**src/rtl/alu_op_sequencer.sv**
```systemverilog
// alu_op_sequencer: accepts one ALU operation over valid/ready, holds ALU inputs for a per-op settle time, returns ZHigh/ZLow
//   Optional feature macro: ALU_SEQ_DIVZ_EN (divide-by-zero is reported as an error without running the ALU).
//   Ports:
//     clock_i, clear_i           clock, synchronous active-high reset
//     req_valid_i/req_ready_o    request handshake; req_op_i, req_a_i, req_b_i carry the operation
//     alu_a_o, alu_b_o, alu_sel_o  operands and select driven to the ALU (select is 0 outside EXEC)
//     alu_zhigh_i, alu_zlow_i    ALU results, captured on the last settle cycle
//     rsp_valid_o/rsp_ready_i    response handshake; rsp_hi_o, rsp_lo_o, rsp_err_o carry the result
//     busy_o                     sequencer not idle
module alu_op_sequencer #(
  parameter int DATA_WIDTH   = 32,
  parameter int SEL_WIDTH    = 16,
  parameter int BASIC_CYCLES = 1,
  parameter int MUL_CYCLES   = 4,
  parameter int DIV_CYCLES   = 8
) (
  input  logic                  clock_i,
  input  logic                  clear_i,
  input  logic                  req_valid_i,
  output logic                  req_ready_o,
  input  logic [3:0]            req_op_i,
  input  logic [DATA_WIDTH-1:0] req_a_i,
  input  logic [DATA_WIDTH-1:0] req_b_i,
  output logic [DATA_WIDTH-1:0] alu_a_o,
  output logic [DATA_WIDTH-1:0] alu_b_o,
  output logic [SEL_WIDTH-1:0]  alu_sel_o,
  input  logic [DATA_WIDTH-1:0] alu_zhigh_i,
  input  logic [DATA_WIDTH-1:0] alu_zlow_i,
  output logic                  rsp_valid_o,
  input  logic                  rsp_ready_i,
  output logic [DATA_WIDTH-1:0] rsp_hi_o,
  output logic [DATA_WIDTH-1:0] rsp_lo_o,
  output logic                  rsp_err_o,
  output logic                  busy_o
);
  typedef enum logic [1:0] {IDLE, EXEC, DONE} state_t;
  localparam int MAX_S = (BASIC_CYCLES > MUL_CYCLES ? BASIC_CYCLES : MUL_CYCLES) > DIV_CYCLES ?
                         (BASIC_CYCLES > MUL_CYCLES ? BASIC_CYCLES : MUL_CYCLES) : DIV_CYCLES;
  localparam int CNT_W = $clog2(MAX_S + 1);
  state_t state_q, state_d;
  logic [CNT_W-1:0] cnt_q, cnt_d, cnt_init;
  logic [DATA_WIDTH-1:0] a_q, a_d, b_q, b_d, hi_q, hi_d, lo_q, lo_d;
  logic [3:0] sel_q, sel_d;
  logic err_q, err_d, skip;
  assign cnt_init = req_op_i == 4'd14 ? CNT_W'(MUL_CYCLES - 1) :
                    req_op_i == 4'd15 ? CNT_W'(DIV_CYCLES - 1) : CNT_W'(BASIC_CYCLES - 1);
  // Operations that never reach the ALU go straight to DONE with an error response.
`ifdef ALU_SEQ_DIVZ_EN
  assign skip = req_op_i == 4'd0 || (req_op_i == 4'd15 && req_b_i == '0);
`else
  assign skip = req_op_i == 4'd0;
`endif
  always_comb begin
    state_d = state_q;
    cnt_d = cnt_q;
    a_d = a_q;
    b_d = b_q;
    sel_d = sel_q;
    hi_d = hi_q;
    lo_d = lo_q;
    err_d = err_q;
    case (state_q)
      IDLE: if (req_valid_i) begin
        a_d = req_a_i;
        b_d = req_b_i;
        if (skip) begin
          hi_d = '0;
          lo_d = '0;
          err_d = 1'b1;
          state_d = DONE;
        end else begin
          sel_d = req_op_i;
          cnt_d = cnt_init;
          state_d = EXEC;
        end
      end
      EXEC: if (cnt_q == '0) begin
        hi_d = alu_zhigh_i;
        lo_d = alu_zlow_i;
        err_d = 1'b0;
        sel_d = '0;
        state_d = DONE;
      end else cnt_d = cnt_q - CNT_W'(1);
      DONE: if (rsp_ready_i) begin
        err_d = 1'b0;
        state_d = IDLE;
      end
      default: state_d = IDLE;
    endcase
  end
  always_ff @(posedge clock_i) begin
    if (clear_i) begin
      state_q <= IDLE;
      cnt_q <= '0;
      a_q <= '0;
      b_q <= '0;
      sel_q <= '0;
      hi_q <= '0;
      lo_q <= '0;
      err_q <= 1'b0;
    end else begin
      state_q <= state_d;
      cnt_q <= cnt_d;
      a_q <= a_d;
      b_q <= b_d;
      sel_q <= sel_d;
      hi_q <= hi_d;
      lo_q <= lo_d;
      err_q <= err_d;
    end
  end
  assign req_ready_o = state_q == IDLE;
  assign busy_o = state_q != IDLE;
  assign rsp_valid_o = state_q == DONE;
  assign alu_a_o = a_q;
  assign alu_b_o = b_q;
  assign alu_sel_o = SEL_WIDTH'(sel_q);
  assign rsp_hi_o = hi_q;
  assign rsp_lo_o = lo_q;
  assign rsp_err_o = err_q;
endmodule
```
**config.mk**
```make
export PLATFORM = sky130hd
export DESIGN_NAME = alu_op_sequencer
export DESIGN_NICKNAME = d
export VERILOG_FILES = /design/src/rtl/alu_op_sequencer.sv
export SDC_FILE = /design/constraint.sdc
export NUM_CORES = 1
export LEC_CHECK = 0
export ABC_CLOCK_PERIOD_IN_PS = 3200
export CORE_MARGIN = 3
export CORE_UTILIZATION = 41
export DETAILED_ROUTE_END_ITERATION = 10
export GPL_TIMING_DRIVEN = 0
export PLACE_DENSITY = 0.86
export SYNTH_ARGS = -nofsm -noshare
export SYNTH_HDL_FRONTEND = slang
export SYNTH_SLANG_ARGS = --single-unit
```
**constraint.sdc**
```tcl
create_clock -name clock_i -period 3.2 [get_ports clock_i]
set_clock_uncertainty 0.1 [all_clocks]
set_input_delay 0.48 -clock clock_i [delete_from_list [all_inputs] [get_ports clock_i]]
set_output_delay 0.48 -clock clock_i [all_outputs]
set_load 0.01 [all_outputs]
```
==> flow_metrics.py <==
metrics = {
    "run_status": {
        "outcome": "finished, final reports clean",
    },
    "logic_synthesis": {
        "syn_area_sq_um": 4890,
        "synth-edff-count": 0,
        "yosysWarnings": 0,
        "synth_area_leaders": "dfxtp_1 57%, a22o_1 11%, nand2_1 10%, a21oi_1 7.8%, buf_4 2.0%",
        "ys_seq_area_share_pct": 56.9,
        "async_flop_share_pct": 0,
        "synth_cells": 519,
        "yosys.area.top_type": "dfxtp_1",
        "avgSynthCellArea_sq_um": 9.42,
        "ys.flop_type": "dfxtp_1",
        "synth-seq-cells": 139,
        "synth_most_common_cell": "dfxtp_1",
        "synth_cell_type_count": 31,
        "synth_top_area_share_pct": 56.9,
        "synth_common_cells": "139 x dfxtp_1, 135 x nand2_1, 76 x a21oi_1, 64 x a22o_1, 22 x clkbuf_1",
    },
    "floorplanning": {
        "die_height_microns": 115,
        "core_area_sq_um": 11500,
        "die_area_sq_um": 13300,
        "num_rows": 39,
        "io_pins": 284,
        "initial_core_util_pct": 42.5,
        "fp.dieW_microns": 115,
    },
    "pwr": {
        "powerDensity_nw_per_um2": 726,
        "irDropWorstVdd_mv": 0.657,
        "p_leak_nw": 3.26,
        "totalPowerFinal_mw": 6.12,
    },
    "drt": {
        "vias": 4910,
        "routedWlPerCell_microns": 16.9,
        "ant_nets": 0,
        "totalWireLength_mm": 16.5,
        "viasPerCell": 5.04,
        "drt_iter0_drc": 242,
        "route.detailed.drc": 0,
        "dr.pass1.iters": 4,
    },
    "grt": {
        "grt-busiest-layer": "met2",
        "grt_overflow": 0,
        "antenna_found_initial": 0,
        "met2_usage_pct": 43.1,
        "grtUsageMet1_pct": 26.1,
        "grt_use_total_pct": 24.3,
        "first_global_vias": 4772,
        "use_met3_pct": 10.6,
        "grt_pass1_wl_mm": 25.0,
        "grt_max_degree": 17,
    },
    "setup_path": {
        "cp_slowest_cell": "clkdlybuf4s50_1",
        "worstSetupPathType": "flop to output port",
        "crit_path_max_fanout": 9,
        "cpLargestDelayFamily": "buffers and inverters",
        "cp_common_cell": "inv_1",
        "cp-end-kind": "output port",
        "cpPeakStageDelay_ns": 0.59,
        "worstPathArrival_ns": 1.98,
        "worstPathCellList": "inv_1 -> ha_1 -> buf_2 -> inv_1 -> clkdlybuf4s50_1",
        "crit_buf_inv": 4,
        "required_ns": 2.62,
        "critPathLaunchType": "flop",
    },
    "final_layout": {
        "fin_util_pct": 73.2,
        "area_delta_synth_final_pct": 72.4,
        "nNetsFinal": 960,
        "drive_gt1_share_pct": 6.73,
        "diodes": 0,
    },
    "timing": {
        "post-route-min-period_ns": 2.56,
        "hold_violations": 0,
        "drv_slew": 0,
        "rsz0062_at_grt": "no",
        "finalSetupViolCount": 0,
        "timing.fmax_ghz": 0.391,
        "tns_ns": 0,
        "worstMarginPinSlew_ns": 0.903,
        "slew_headroom_pct": 39.8,
        "finalCritPeriodShare_pct": 80.0,
    },
    "clock_network": {
        "clk_pin_slew_ns": 0.05,
        "numCtsBuffers": 17,
        "ctsHoldBuffers": 0,
        "htreeDepth": 4,
        "root_buffer": "clkbuf_16",
        "clk_path_buf_depth": 2,
        "cts_resized": 0,
        "cts_tree": "done",
        "worstSkewPairLatency_ns": 0.42,
        "post-cts-setup-buffers": 0,
        "cts_sinks": 139,
    },
    "placement": {
        "portBuffers": 270,
        "routabilityCongestion": 0.828,
        "dp_hpwl_mm": 12.4,
    },
    "flow_run": {
        "maxCapViolCount": 0,
    },
    "min_path": {
        "hold_class": "flop to flop",
    },
}
[cells in the final DEF, fill, tap and decap left out, types with 2 or more instances in the layout]
cell type,instances
a211oi_1,2
a21oi_1,76
a22o_1,64
buf_1,2
buf_2,7
buf_4,13
buf_6,6
bufinv_16,3
clkbuf_1,26
clkbuf_16,17
clkbuf_8,5
clkdlybuf4s50_1,270
clkinv_2,2
conb_1,12
dfxtp_1,139
ha_1,5
inv_1,8
mux2i_1,4
nand2_1,135
nor2_1,8
nor2b_1,3
o21ai_0,10
[cell families after synthesis]
family                   after synthesis  synth area share, %
multiplexers                           4                0.819
buffers and inverters                 58                 6.55
flip-flops                           139                 56.9
AO/OA/AOI/OAI                        155                 21.2
adder cells (fa/ha/maj)                5                 1.28
AND/OR/NAND/NOR                      157                 13.2
other                                  1               0.0767
[power breakdown]
group	internal (mW)	total [mW]	switching [mW]	leakage (nW)
Combinational	0.976	1.87	0.899	1.82
Sequential	2.04	2.23	0.184	1.13
Clock	1.33	2.02	0.693	0.301
Total	4.35	6.12	1.78	3.26
[routing by layer]
layer  up-vias  wire length, microns
met5         -                     0
met3        18                  1650
li1       2367                     -
met1      2292                  6250
met2       233                  8360
met4         0                   227
[metrics by stage]
stage / hold WS (ns) / cell area, sq um / cells / setup WS (ns)
after floorplan: 0.381 / 4930 / 530 / 1.22
after global placement: 0.342 / 7810 / 943 / 0.523
after detailed placement: 0.347 / 7810 / 943 / 0.462
after CTS: 0.354 / 8430 / 975 / 0.618
after global routing: 0.367 / 8430 / 975 / 0.485
final: 0.352 / 8430 / 975 / 0.641
[area by class of cell]
class	instances	area (sq um)
well taps	143	179
flip-flops and latches	139	2780
clock buffers	26	509
multi-input cells	333	1830
inverters	8	30.0
clock inverters	6	108
fillers	789	3090
plain buffers	50	290
repair buffers	270	2700
[path summary, 6_finish.rpt]
| check | from | to | slack, ns | cells past startpoint |
|---|---|---|---|---|
| max | state_q[0] | busy_o | 0.64 | 5 |
| min | alu_a_o[28] | alu_a_o[28] | 0.35 | 2 |
| max reg2reg | state_q[0] | rsp_lo_o[2] | 0.70 | 8 |
| min reg2reg | alu_a_o[28] | alu_a_o[28] | 0.35 | 2 |
[registers in the layout (all words and copies together) (netlist names)]
signal     count
alu_b_o       32
sel_q          4
rsp_lo_o      32
alu_a_o       32
cnt_q          4
rsp_err_o      1
state_q        2
rsp_hi_o      32
[worst min-delay path, cell delays in order (launching register included)]
cell	delay, ns
dfxtp_1	0.30
nand2_1	0.05
a21oi_1	0.05
No activity file was read; power rests on OpenSTA's default activity.
